**config.mk**
```make
export PLATFORM = sky130hd
export DESIGN_NAME = wb_commit_queue_flat
export DESIGN_NICKNAME = d
export VERILOG_FILES = /design/src/rtl/wb_commit_queue_if.sv /design/src/rtl/wb_commit_queue.sv /design/src/flat_wrapper.sv
export SDC_FILE = /design/constraint.sdc
export NUM_CORES = 1
export LEC_CHECK = 0
export CAP_MARGIN = 10
export CORE_MARGIN = 2
export CORE_UTILIZATION = 35
export CTS_CLUSTER_DIAMETER = 120
export DETAILED_ROUTE_END_ITERATION = 10
export PLACE_DENSITY_LB_ADDON = 0.15
export SETUP_SLACK_MARGIN = 0.1
export SLEW_MARGIN = 20
export SYNTH_ARGS = -nofsm -noshare
export SYNTH_HDL_FRONTEND = slang
export SYNTH_SLANG_ARGS = --single-unit
export TNS_END_PERCENT = 1
```
**constraint.sdc**
```tcl
create_clock -name clock -period 5.15 [get_ports clock]
set_input_delay 1.545 -clock clock [delete_from_list [all_inputs] [get_ports clock]]
set_output_delay 1.545 -clock clock [all_outputs]
set_load 0.1 [all_outputs]
```
**src/rtl/wb_commit_queue_if.sv**
```systemverilog
// Writeback commit queue bus: execute-side result slots in, register-file write ports out.
// The master modport is the producer/observer side; the slave modport is the queue itself.
interface wb_commit_queue_if #(
  parameter int XLEN  = 32,
  parameter int DEPTH = 4
);
  logic                     in_valid_1;
  logic [4:0]               in_idx_1;
  logic [XLEN-1:0]          in_data_1;
  logic                     in_valid_2;
  logic [4:0]               in_idx_2;
  logic [XLEN-1:0]          in_data_2;
  logic                     in_ready;
  logic                     wb_stall;
  logic                     write_en_1;
  logic [4:0]               write_idx_1;
  logic [XLEN-1:0]          write_data_1;
  logic                     write_en_2;
  logic [4:0]               write_idx_2;
  logic [XLEN-1:0]          write_data_2;
  logic [$clog2(DEPTH):0]   occupancy;
  logic [31:0]              retire_count;

  modport master (
    output in_valid_1, in_idx_1, in_data_1,
    output in_valid_2, in_idx_2, in_data_2,
    output wb_stall,
    input  in_ready,
    input  write_en_1, write_idx_1, write_data_1,
    input  write_en_2, write_idx_2, write_data_2,
    input  occupancy, retire_count
  );

  modport slave (
    input  in_valid_1, in_idx_1, in_data_1,
    input  in_valid_2, in_idx_2, in_data_2,
    input  wb_stall,
    output in_ready,
    output write_en_1, write_idx_1, write_data_1,
    output write_en_2, write_idx_2, write_data_2,
    output occupancy, retire_count
  );
endinterface

```
**src/rtl/wb_commit_queue.sv**
```systemverilog
// In-order two-wide writeback commit FIFO with same-destination cancellation on each drain beat.
// Optional same-cycle bypass when empty is enabled by defining WB_COMMIT_BYPASS_EN.
module wb_commit_queue #(
  parameter int DEPTH = 4,
  parameter int XLEN  = 32
) (
  input logic           clock,
  input logic           reset,
  wb_commit_queue_if.slave bus
);
  localparam int PW = $clog2(DEPTH);
  localparam int OW = PW + 1;

  typedef struct packed {
    logic [4:0]      idx;
    logic [XLEN-1:0] data;
  } entry_t;

  entry_t          mem_q [DEPTH];
  logic [PW-1:0]   head_q;
  logic [PW-1:0]   tail_q;
  logic [OW-1:0]   occ_q;
  logic [31:0]     retire_q;

  entry_t          slot_1;
  entry_t          slot_2;
  entry_t          port_1;
  entry_t          port_2;
  logic            keep_1;
  logic            keep_2;
  logic            ready;
  logic            bypass;
  logic            accept;
  logic            en_1;
  logic            en_2;
  logic [1:0]      enq_n;
  logic [1:0]      pop_n;
  logic [1:0]      drained_n;

  assign slot_1 = {bus.in_idx_1, bus.in_data_1};
  assign slot_2 = {bus.in_idx_2, bus.in_data_2};

  // Writes to x0 are architecturally dead, so they never take a queue entry.
  assign keep_1 = bus.in_valid_1 && (bus.in_idx_1 != 5'd0);
  assign keep_2 = bus.in_valid_2 && (bus.in_idx_2 != 5'd0);

  assign ready  = (occ_q <= OW'(DEPTH - 2));

`ifdef WB_COMMIT_BYPASS_EN
  assign bypass = !reset && (occ_q == '0) && !bus.wb_stall && ready;
`else
  assign bypass = 1'b0;
`endif

  assign accept = ready && !bypass && !reset;
  assign enq_n  = accept ? ({1'b0, keep_1} + {1'b0, keep_2}) : 2'd0;

  always_comb begin
    port_1    = '0;
    port_2    = '0;
    en_1      = 1'b0;
    en_2      = 1'b0;
    pop_n     = 2'd0;
    drained_n = 2'd0;
    if (bypass) begin
      if (keep_1) begin
        port_1 = slot_1;
        en_1   = 1'b1;
        if (keep_2) begin
          port_2 = slot_2;
          en_2   = 1'b1;
        end
      end else if (keep_2) begin
        port_1 = slot_2;
        en_1   = 1'b1;
      end
      drained_n = {1'b0, keep_1} + {1'b0, keep_2};
    end else if (!reset && !bus.wb_stall && (occ_q != '0)) begin
      port_1 = mem_q[head_q];
      en_1   = 1'b1;
      pop_n  = 2'd1;
      if (occ_q >= OW'(2)) begin
        port_2 = mem_q[head_q + PW'(1)];
        en_2   = 1'b1;
        pop_n  = 2'd2;
      end
      drained_n = pop_n;
    end
    // The younger write wins; the older one is dropped but still counts as retired.
    if (en_1 && en_2 && (port_1.idx == port_2.idx)) begin
      en_1   = 1'b0;
      port_1 = '0;
    end
  end

  assign bus.in_ready     = ready;
  assign bus.write_en_1   = en_1;
  assign bus.write_idx_1  = port_1.idx;
  assign bus.write_data_1 = port_1.data;
  assign bus.write_en_2   = en_2;
  assign bus.write_idx_2  = port_2.idx;
  assign bus.write_data_2 = port_2.data;
  assign bus.occupancy    = occ_q;
  assign bus.retire_count = retire_q;

  always_ff @(posedge clock) begin
    if (reset) begin
      head_q   <= '0;
      tail_q   <= '0;
      occ_q    <= '0;
      retire_q <= '0;
    end else begin
      head_q   <= head_q + PW'(pop_n);
      tail_q   <= tail_q + PW'(enq_n);
      occ_q    <= occ_q + OW'(enq_n) - OW'(pop_n);
      retire_q <= retire_q + 32'(drained_n);
    end
  end

  // A lone slot 2 lands at the tail itself; after a kept slot 1 it lands one past it.
  always_ff @(posedge clock) begin
    if (accept) begin
      if (keep_1) begin
        mem_q[tail_q] <= slot_1;
      end
      if (keep_2) begin
        mem_q[tail_q + PW'(keep_1)] <= slot_2;
      end
    end
  end
endmodule

```
**src/flat_wrapper.sv**
```systemverilog
// flat-port wrapper written by rule: the top's interface ports become plain ports
module wb_commit_queue_flat 
#(
  parameter int DEPTH = 4,
  parameter int XLEN  = 32
)
  (clock, reset, bus_in_valid_1, bus_in_idx_1, bus_in_data_1, bus_in_valid_2, bus_in_idx_2, bus_in_data_2, bus_wb_stall, bus_in_ready, bus_write_en_1, bus_write_idx_1, bus_write_data_1, bus_write_en_2, bus_write_idx_2, bus_write_data_2, bus_occupancy, bus_retire_count);
  wb_commit_queue_if #(.XLEN(XLEN), .DEPTH(DEPTH)) bus_i ();
  input logic clock;
  input logic reset;
  input wire logic [$bits(bus_i.in_valid_1)-1:0] bus_in_valid_1;
  input wire logic [$bits(bus_i.in_idx_1)-1:0] bus_in_idx_1;
  input wire logic [$bits(bus_i.in_data_1)-1:0] bus_in_data_1;
  input wire logic [$bits(bus_i.in_valid_2)-1:0] bus_in_valid_2;
  input wire logic [$bits(bus_i.in_idx_2)-1:0] bus_in_idx_2;
  input wire logic [$bits(bus_i.in_data_2)-1:0] bus_in_data_2;
  input wire logic [$bits(bus_i.wb_stall)-1:0] bus_wb_stall;
  output wire logic [$bits(bus_i.in_ready)-1:0] bus_in_ready;
  output wire logic [$bits(bus_i.write_en_1)-1:0] bus_write_en_1;
  output wire logic [$bits(bus_i.write_idx_1)-1:0] bus_write_idx_1;
  output wire logic [$bits(bus_i.write_data_1)-1:0] bus_write_data_1;
  output wire logic [$bits(bus_i.write_en_2)-1:0] bus_write_en_2;
  output wire logic [$bits(bus_i.write_idx_2)-1:0] bus_write_idx_2;
  output wire logic [$bits(bus_i.write_data_2)-1:0] bus_write_data_2;
  output wire logic [$bits(bus_i.occupancy)-1:0] bus_occupancy;
  output wire logic [$bits(bus_i.retire_count)-1:0] bus_retire_count;
  assign bus_i.in_valid_1 = bus_in_valid_1;
  assign bus_i.in_idx_1 = bus_in_idx_1;
  assign bus_i.in_data_1 = bus_in_data_1;
  assign bus_i.in_valid_2 = bus_in_valid_2;
  assign bus_i.in_idx_2 = bus_in_idx_2;
  assign bus_i.in_data_2 = bus_in_data_2;
  assign bus_i.wb_stall = bus_wb_stall;
  assign bus_in_ready = bus_i.in_ready;
  assign bus_write_en_1 = bus_i.write_en_1;
  assign bus_write_idx_1 = bus_i.write_idx_1;
  assign bus_write_data_1 = bus_i.write_data_1;
  assign bus_write_en_2 = bus_i.write_en_2;
  assign bus_write_idx_2 = bus_i.write_idx_2;
  assign bus_write_data_2 = bus_i.write_data_2;
  assign bus_occupancy = bus_i.occupancy;
  assign bus_retire_count = bus_i.retire_count;
  wb_commit_queue #(.DEPTH(DEPTH), .XLEN(XLEN)) u_core (.clock(clock), .reset(reset), .bus(bus_i));
endmodule
```
## Word-level counts from Yosys, hierarchy flattened

Memories as Yosys holds them, arrays and structs flattened. A register that Yosys moved wholly into a read port is not among the register bits.
Index checks and enable logic that the tools add are counted.

- $add $sub $neg: 8
- Order comparisons: 2
- Equality and inequality tests: 1
- Mux-type cells: 18
- Reductions and logical operators: 12

Operators with widths:

| operator | count |
|---|---|
| 2-to-1 mux 37 bit | 4 |
| adder 32 x 2 -> 32 bit | 1 |
| 2-to-1 mux 1 bit | 10 |
| nonzero test 5 bit | 2 |
| 2-to-1 mux 2 bit | 4 |
| logical AND 1 bit | 7 |
| equality test 5 bit | 1 |
| adder 2 bit | 2 |
| adder 3 x 2 -> 3 bit | 1 |
| >= comparator 3 x 2 -> 1 bit, second input constant | 1 |
| less-or-equal comparator 3 x 2 -> 1 bit, second input constant | 1 |
| nonzero test 3 bit | 1 |
| subtractor 3 x 2 -> 3 bit | 1 |
| adder 1 x 1 -> 2 bit | 1 |
| adder 2 x 1 -> 2 bit | 1 |
| adder 2 x 1 -> 2 bit, second input constant | 1 |
| logical NOT 1 bit | 2 |

- Register bits after elaboration: 39
- Bits in writable memories: 148
- Input bits: 79
- Output and inout port bits: 112
- Word-level logic and storage cells: 46
- Memories kept: 1

Memories:

| name | words | width | read ports | clocked after Yosys merged registers in | write ports | RTL line | source |
|---|---|---|---|---|---|---|---|
| u_core.mem_q | 4 | 37 | 2 | 1 | 2 | wb_commit_queue.sv:19 | `entry_t mem_q [DEPTH];` |

## Logic depth before layout (Yosys ltp)

- Depth in word-level cells: 7
- Depth in mapped cells: 12
- Gate-level depth less buffers: 11

## Worst setup path after synthesis

OpenSTA, ideal clock, no wires.

- Path kind: in2out
- Start: input port reset
- End: output port bus_write_idx_1[1]
- Arrival time: 6.140 ns
- Data required time: 3.605 ns
- Path slack: -2.535 ns
- Stages on the path: 7
- Path buffers: 1
- Path through: clkbuf_1 > nor2_2 > nand2_1 > a211oi_2 > xnor2_1 > o31ai_4 > a211oi_1

- Cells in the longest elaborated chain, start to end: 7
- Elaborated cells on any way between the ends: 11
- Classes of those cells: eq/ne: 1; mux: 5; reduce/logical: 5

Ends and longest elaborated chain:

| item | RTL line | source |
|---|---|---|
| start: declaration | flat_wrapper.sv:10 | `input logic reset;` |
| logical NOT 1 bit | wb_commit_queue.sv:78 | `end else if (!reset && !bus.wb_stall && (occ_q != '0)) begin` |
| logical AND 1 bit (2 in a row) | wb_commit_queue.sv:78 |  |
| 2-to-1 mux 37 bit | wb_commit_queue.sv:78 |  |
| named net bus_write_idx_2[0] | flat_wrapper.sv:23 | `output wire logic [$bits(bus_i.write_idx_2)-1:0] bus_write_idx_2;` |
| equality test 5 bit | wb_commit_queue.sv:90 | `if (en_1 && en_2 && (port_1.idx == port_2.idx)) begin` |
| logical AND 1 bit | wb_commit_queue.sv:90 |  |
| 2-to-1 mux 37 bit | wb_commit_queue.sv:90 |  |
| end: declaration | flat_wrapper.sv:20 | `output wire logic [$bits(bus_i.write_idx_1)-1:0] bus_write_idx_1;` |

The timed path passes the listed nets, and every way through them passes these cells.

## Final worst setup path

- Start: input port bus_wb_stall
- End: output port bus_write_data_1[13]

- Cells in the longest elaborated chain, start to end: 7
- Elaborated cells on any way between the ends: 11
- Classes of those cells: eq/ne: 1; mux: 5; reduce/logical: 5

Ends and longest elaborated chain:

| item | RTL line | source |
|---|---|---|
| start: declaration | flat_wrapper.sv:17 | `input wire logic [$bits(bus_i.wb_stall)-1:0] bus_wb_stall;` |
| logical NOT 1 bit * | wb_commit_queue.sv:78 |  |
| logical AND 1 bit * (2 in a row) | wb_commit_queue.sv:78 |  |
| 2-to-1 mux 37 bit or 2-to-1 mux 1 bit (tied branches) | wb_commit_queue.sv:78 |  |
| equality test 5 bit or logical AND 1 bit (tied branches) | wb_commit_queue.sv:90 |  |
| logical AND 1 bit | wb_commit_queue.sv:90 |  |
| 2-to-1 mux 37 bit * | wb_commit_queue.sv:90 |  |
| end: declaration | flat_wrapper.sv:21 | `output wire logic [$bits(bus_i.write_data_1)-1:0] bus_write_data_1;` |

Mark *: on every way between the ends. The rest lies on a longest branch, timed or not.

==> results by group <==
Timing
  • Fin. max-slew vios: 0
  • Clock Skew: 11.83 ps
  • Final hold violation count: 0
  • Max Fclk: 198.1 MHz
  • Max-slew headroom: 33.41%
  • Worst-Margin Slew: 995.7 ps
  • Final Setup Violations: 0
  • Min Clock Period, post-route: 5049 ps
  • Final critical-path share of the clock period: 98.03%
  • Hold_ws: 514.7 ps
  • Final worst slack: 101.3 ps
  • Unrepaired setup endpoints after global routing: true

CTS
  • H-Tree Depth: 4
  • Max Buffers Root-to-Sink: 2
  • Clock edge transition at the registers on the reported setup and hold paths: 80 ps
  • Clock Sinks: 187
  • Clk_lat worst skew: 440 ps
  • CTS buffer count: 17
  • Hold Buf Count CTS: 0
  • CTS tree: built
  • Root buffer cell: clkbuf_16

Drt
  • Vias after detailed routing: 7844
  • Initial DRT Pass Iterations: 6
  • Avg WL per Cell: 20.46 um
  • Detail Route Antenna Nets: 0
  • Initial drt markers: 475
  • Total wire length: 30.61 mm
  • Vias per inst: 5.243
  • # DRC: 0

Floorplanning
  • Starting Density: 35.45%
  • IO Pins: 191
  • Die width: 180.0 um
  • Die height: 180.0 um
  • Die area: 32410 um2
  • Core area: 30590 um2
  • FP Rows: 64

Global routing
  • GRT Total Usage: 18.87%
  • Met1 usage: 24.00%
  • Initial antenna violation count: 0
  • Vias in the first global route: 8018
  • Aggregate global routing overflow: 0
  • First-pass GRT wire length: 47.06 mm
  • Met2 Track Usage GR: 32.17%
  • Largest net degree at the start of global routing: 58
  • Grt peak-use layer: met2
  • Met3 usage: 4.365%

Placement
  • Detailed Place HPWL: 20.26 mm
  • Pre-CTS worst setup slack: -392.7 ps
  • Final Wtd Congestion: 0.7874
  • IO Port Bufs: 190

Cells and area
  • Commonest non-fill, non-tap cell in the layout: mux2_2
  • Util after Layout: 50.63%
  • Most frequent cells in the layout: 183 x mux2_2, 148 x edfxtp_1, 112 x nor2_1, 112 x clkdlybuf4s50_1, 89 x buf_12
  • Layout area overhead: 42.83%
  • # fillers: 2739
  • Fraction of layout cells with a size suffix above 1: 39.55%
  • Nets: 1176
  • ANT cells: 0

Critical path
  • CP Launch Type: primary input
  • Worst endpoint data arrival time: 3500 ps
  • Crit end category: output port
  • Worst Path Required: 3610 ps
  • Critical path fanouts, max: 7
  • Setup Crit Path Kind: primary input to output port

Power
  • Worst VDD drop: 0.0002386 V
  • Pleak: 5.040 nW
  • Power Dens Cells: 359.1 nW/um2

Yosys
  • Synthesis warning total: 0
  • Sequential share of the synthesized area: 48.18%
  • Avg Inst Size Synth: 12.27 um2
  • Synth top area cells: edfxtp_1 41%, mux2_2 19%, dfxtp_1 7.2%
  • Synthesized instance count: 884
  • Synth area leader: edfxtp_1
  • Synth top area share: 40.98%
  • Fraction of registers with async set/reset: 0%
  • Synthesis-stage register bit count: 187
  • Post-synth cell types: 48
  • Synth Cell Area: 10840 um2
  • Ys flop type: edfxtp_1
  • Syn Nets: 973
  • EDFF count, synth: 148

Run
  • Number of max-cap violations: 0

Min path
  • Worst hold path type: flop to flop

Outcome
  • Run status: finished clean
cell type report:
cell class / count / area, um2 / area share [%]
multi-input combinational: 621 / 5781 / 37.32
timing repair buffer: 249 / 3352 / 21.64
clock buffer: 17 / 425.4 / 2.747
clock inverter: 15 / 158.9 / 1.026
inverter: 11 / 43.79 / 0.2827
tap: 396 / 495.5 / 3.199
sequential: 187 / 5233 / 33.78
cell families after synthesis:
| kind of cell | count (synthesis) | share of synthesized area, % |
|---|---|---|
| AOI/OAI and AO/OA | 112 | 9.173 |
| xor gates and xnor gates | 44 | 3.554 |
| adders and majority gates | 10 | 1.223 |
| buffers and inverters | 77 | 3.254 |
| DFF | 187 | 48.18 |
| muxes | 257 | 26.19 |
| and+or+nand+nor | 197 | 8.423 |
synthesized netlist by cell type (14+ instances only):
master	instances
edfxtp_1	148
buf_2	21
nand2_1	14
mux2i_1	70
a211oi_1	45
dfxtp_1	39
xor2_1	28
mux2_2	183
a211oi_2	30
nor2_1	114
clkbuf_1	33
xnor2_1	16
layer usage:
layer | up-vias | wire (um)
met5 | - | 0
met3 | 28 | 1639
met2 | 184 | 15170
met4 | 0 | 435
met1 | 3930 | 13360
li1 | 3702 | -
worst max-delay path, stage by stage:
cell and delay [ps]:
buf_6 110, nor2_4 180, buf_6 140, nand2_8 60, a211oi_4 270, xnor2_2 140
o31ai_4 360, buf_12 230, clkbuf_16 190, a211oi_4 50, buf_12 220
repair_timing:
| item | CTS | global route |
|---|---|---|
| resized for setup | 16 | 7 |
| cloned | 2 | 1 |
| pin swaps | 7 | 7 |
| setup endpoints to repair | 38 | 33 |
| buffers inserted | 4 | 3 |
final timing paths:
kind	startpoint	slack [ps]	depth (start not counted)	to
setup / recovery	bus_wb_stall	100	11	bus_write_data_1[13]
hold / removal	u_core.bus.retire_count[23]$_SDFF_PP0_	510	2	u_core.bus.retire_count[23]$_SDFF_PP0_
setup reg to reg	u_core.bus.occupancy[2]$_SDFF_PP0_	2290	9	u_core.bus.retire_count[21]$_SDFF_PP0_
hold reg to reg	u_core.bus.retire_count[23]$_SDFF_PP0_	510	2	u_core.bus.retire_count[23]$_SDFF_PP0_
state kept, by name (all words and copies together), names as in the netlist:
name	count
u_core.tail_q	2
u_core.bus.occupancy	3
u_core.head_q	2
u_core.mem_q	148
u_core.bus.retire_count	32
report_power, final:
group	leakage [nW]	switching [W]	total (W)	internal, W
sequential	1.67	0.0000853	0.00188	0.00179
clock	0.271	0.000640	0.00132	0.000685
combinational	3.10	0.00146	0.00236	0.000897
through the flow:
stage	cells	setup TNS, ps	total power [W]	instance area, um2
floorplan	884	-43270	0.003438	11270
global placement	1454	-10710	0.004220	14720
detailed placement	1454	-11900	0.004233	14720
CTS	1492	0	0.005594	15400
global route	1496	0	0.005797	15490
finish	1496	0	0.005562	15490
Power figures use the tool's default switching activity.
==> patch: new RTL, same settings <==
`DEPTH` is set to 4 in 3 places; all go to 8.
--- a/src/rtl/wb_commit_queue_if.sv
+++ b/src/rtl/wb_commit_queue_if.sv
@@ -3,5 +3,5 @@
 interface wb_commit_queue_if #(
   parameter int XLEN  = 32,
-  parameter int DEPTH = 4
+  parameter int DEPTH = 8
 );
   logic                     in_valid_1;
--- a/src/rtl/wb_commit_queue.sv
+++ b/src/rtl/wb_commit_queue.sv
@@ -2,5 +2,5 @@
 // Optional same-cycle bypass when empty is enabled by defining WB_COMMIT_BYPASS_EN.
 module wb_commit_queue #(
-  parameter int DEPTH = 4,
+  parameter int DEPTH = 8,
   parameter int XLEN  = 32
 ) (
--- a/src/flat_wrapper.sv
+++ b/src/flat_wrapper.sv
@@ -2,5 +2,5 @@
 module wb_commit_queue_flat 
 #(
-  parameter int DEPTH = 4,
+  parameter int DEPTH = 8,
   parameter int XLEN  = 32
 )
Interface: changed (resized bus_occupancy); port bits go from 191 to 192. No check against the original RTL was run, so the function may have changed too.
==> patch against the unedited design <==
Non-clock buffer count is 60 higher; sequential cell count is 151 higher; setup slack worse by 0.14 ns; die area is 78% higher; the run now ends with setup timing left; wire length is 100% higher; utilization is 3.5 points lower; hold slack worse by 0.0065 ns; cell area is 68% higher; clock skew is 0.0091 ns higher; fmax is 2.7% lower; total power is 91% higher; synthesized area is 80% higher.
==> patch: results (changes against the unedited design) <==
| Stage | Result | Value | Change |
|:---|:---|:---|:---|
| status | Status | complete, but fails checks |  |
| status | Failing checks | setup timing |  |
| logic synthesis | Share of synthesized area spent on multiplexers | 36.0% | +9.8 points |
| drt | Routed WL | 61.6 mm | +100% |
| drt | Met3 layer wire length in the routed design | 3.58 mm | +120% |
| worst setup path | Register-to-register path setup slack | 1.57 ns | -0.72 ns |
| worst setup path | Setup crit start | reset |  |
| timing | Finish-stage setup viols | 19 | +19 |
| drt | First-pass iteration count of the detailed router | 5 | -1 |
| timing | Setup TNS Final | -0.373 ns | -0.373 ns |
| timing | Final worst slack | -0.0404 ns | -0.142 ns |
| worst setup path | Worst-path fanout max | 4 | -3 |
| cts | Clock transition at the registers of the reported paths | 0.06 ns | -0.02 ns |
| cts | Gates resized, CTS repair | 29 | +13 |
| cells and area | Number of nets in the final layout | 1668 | +42% |
| logic synthesis | Count of cell types in the netlist | 49 | +2.1% |
| min path | Start point of the worst hold path | u_core.bus.retire_count[16]$_SDFF_PP0_ |  |
| cells and area | Layout inverter count without the clock tree | 16 | +5 |
| cells and area | Clock buf/inv share | 4.67% | +0.89 points |
| logic synthesis | Sequential cell area fraction in the yosys report | 49.7% | +1.5 points |
| global route | Maximum number of pins on one net before global-route repair | 57 | -1.7% |
| global route | Met2 capacity usage during global routing | 36.3% | +4.1 points |
| timing | Tightest slew margin relative to the limit | 29.9% | -3.5 points |
| cts | Clock buffer depth | 3 | +1 |
| cells and area | Post-Route Utilization | 47.1% | -3.5 points |
| global route | Antenna violations before repair | 3 | +3 |
| pwr | Share of power burned in the clock network | 25.3% | +1.5 points |
| logic synthesis | Number of cells produced by synthesis | 1315 | +49% |
| drt | Via Count | 12900 | +64% |
[patch: changes by cell type in the layout (fill, tap and decap cells not counted), moves of 8 or more]
cell                        delta
sky130_fd_sc_hd__mux4_2      +135
sky130_fd_sc_hd__a21oi_1      +34
sky130_fd_sc_hd__buf_4        +33
sky130_fd_sc_hd__mux2_2      +114
sky130_fd_sc_hd__clkbuf_16    +25
sky130_fd_sc_hd__a211oi_2     -16
sky130_fd_sc_hd__nor2_1       -69
sky130_fd_sc_hd__a211oi_1     -22
sky130_fd_sc_hd__clkbuf_1     +14
sky130_fd_sc_hd__nand2_1      +65
sky130_fd_sc_hd__buf_12       +22
sky130_fd_sc_hd__mux2i_1      -13
sky130_fd_sc_hd__xor2_1        -8
sky130_fd_sc_hd__edfxtp_1    +148
[patch: tightest hold or removal path, stage by stage, from the launching register on]
cell,delay (ns)
sky130_fd_sc_hd__dfxtp_1,0.32
sky130_fd_sc_hd__o21ai_0,0.07
sky130_fd_sc_hd__a21oi_1,0.06
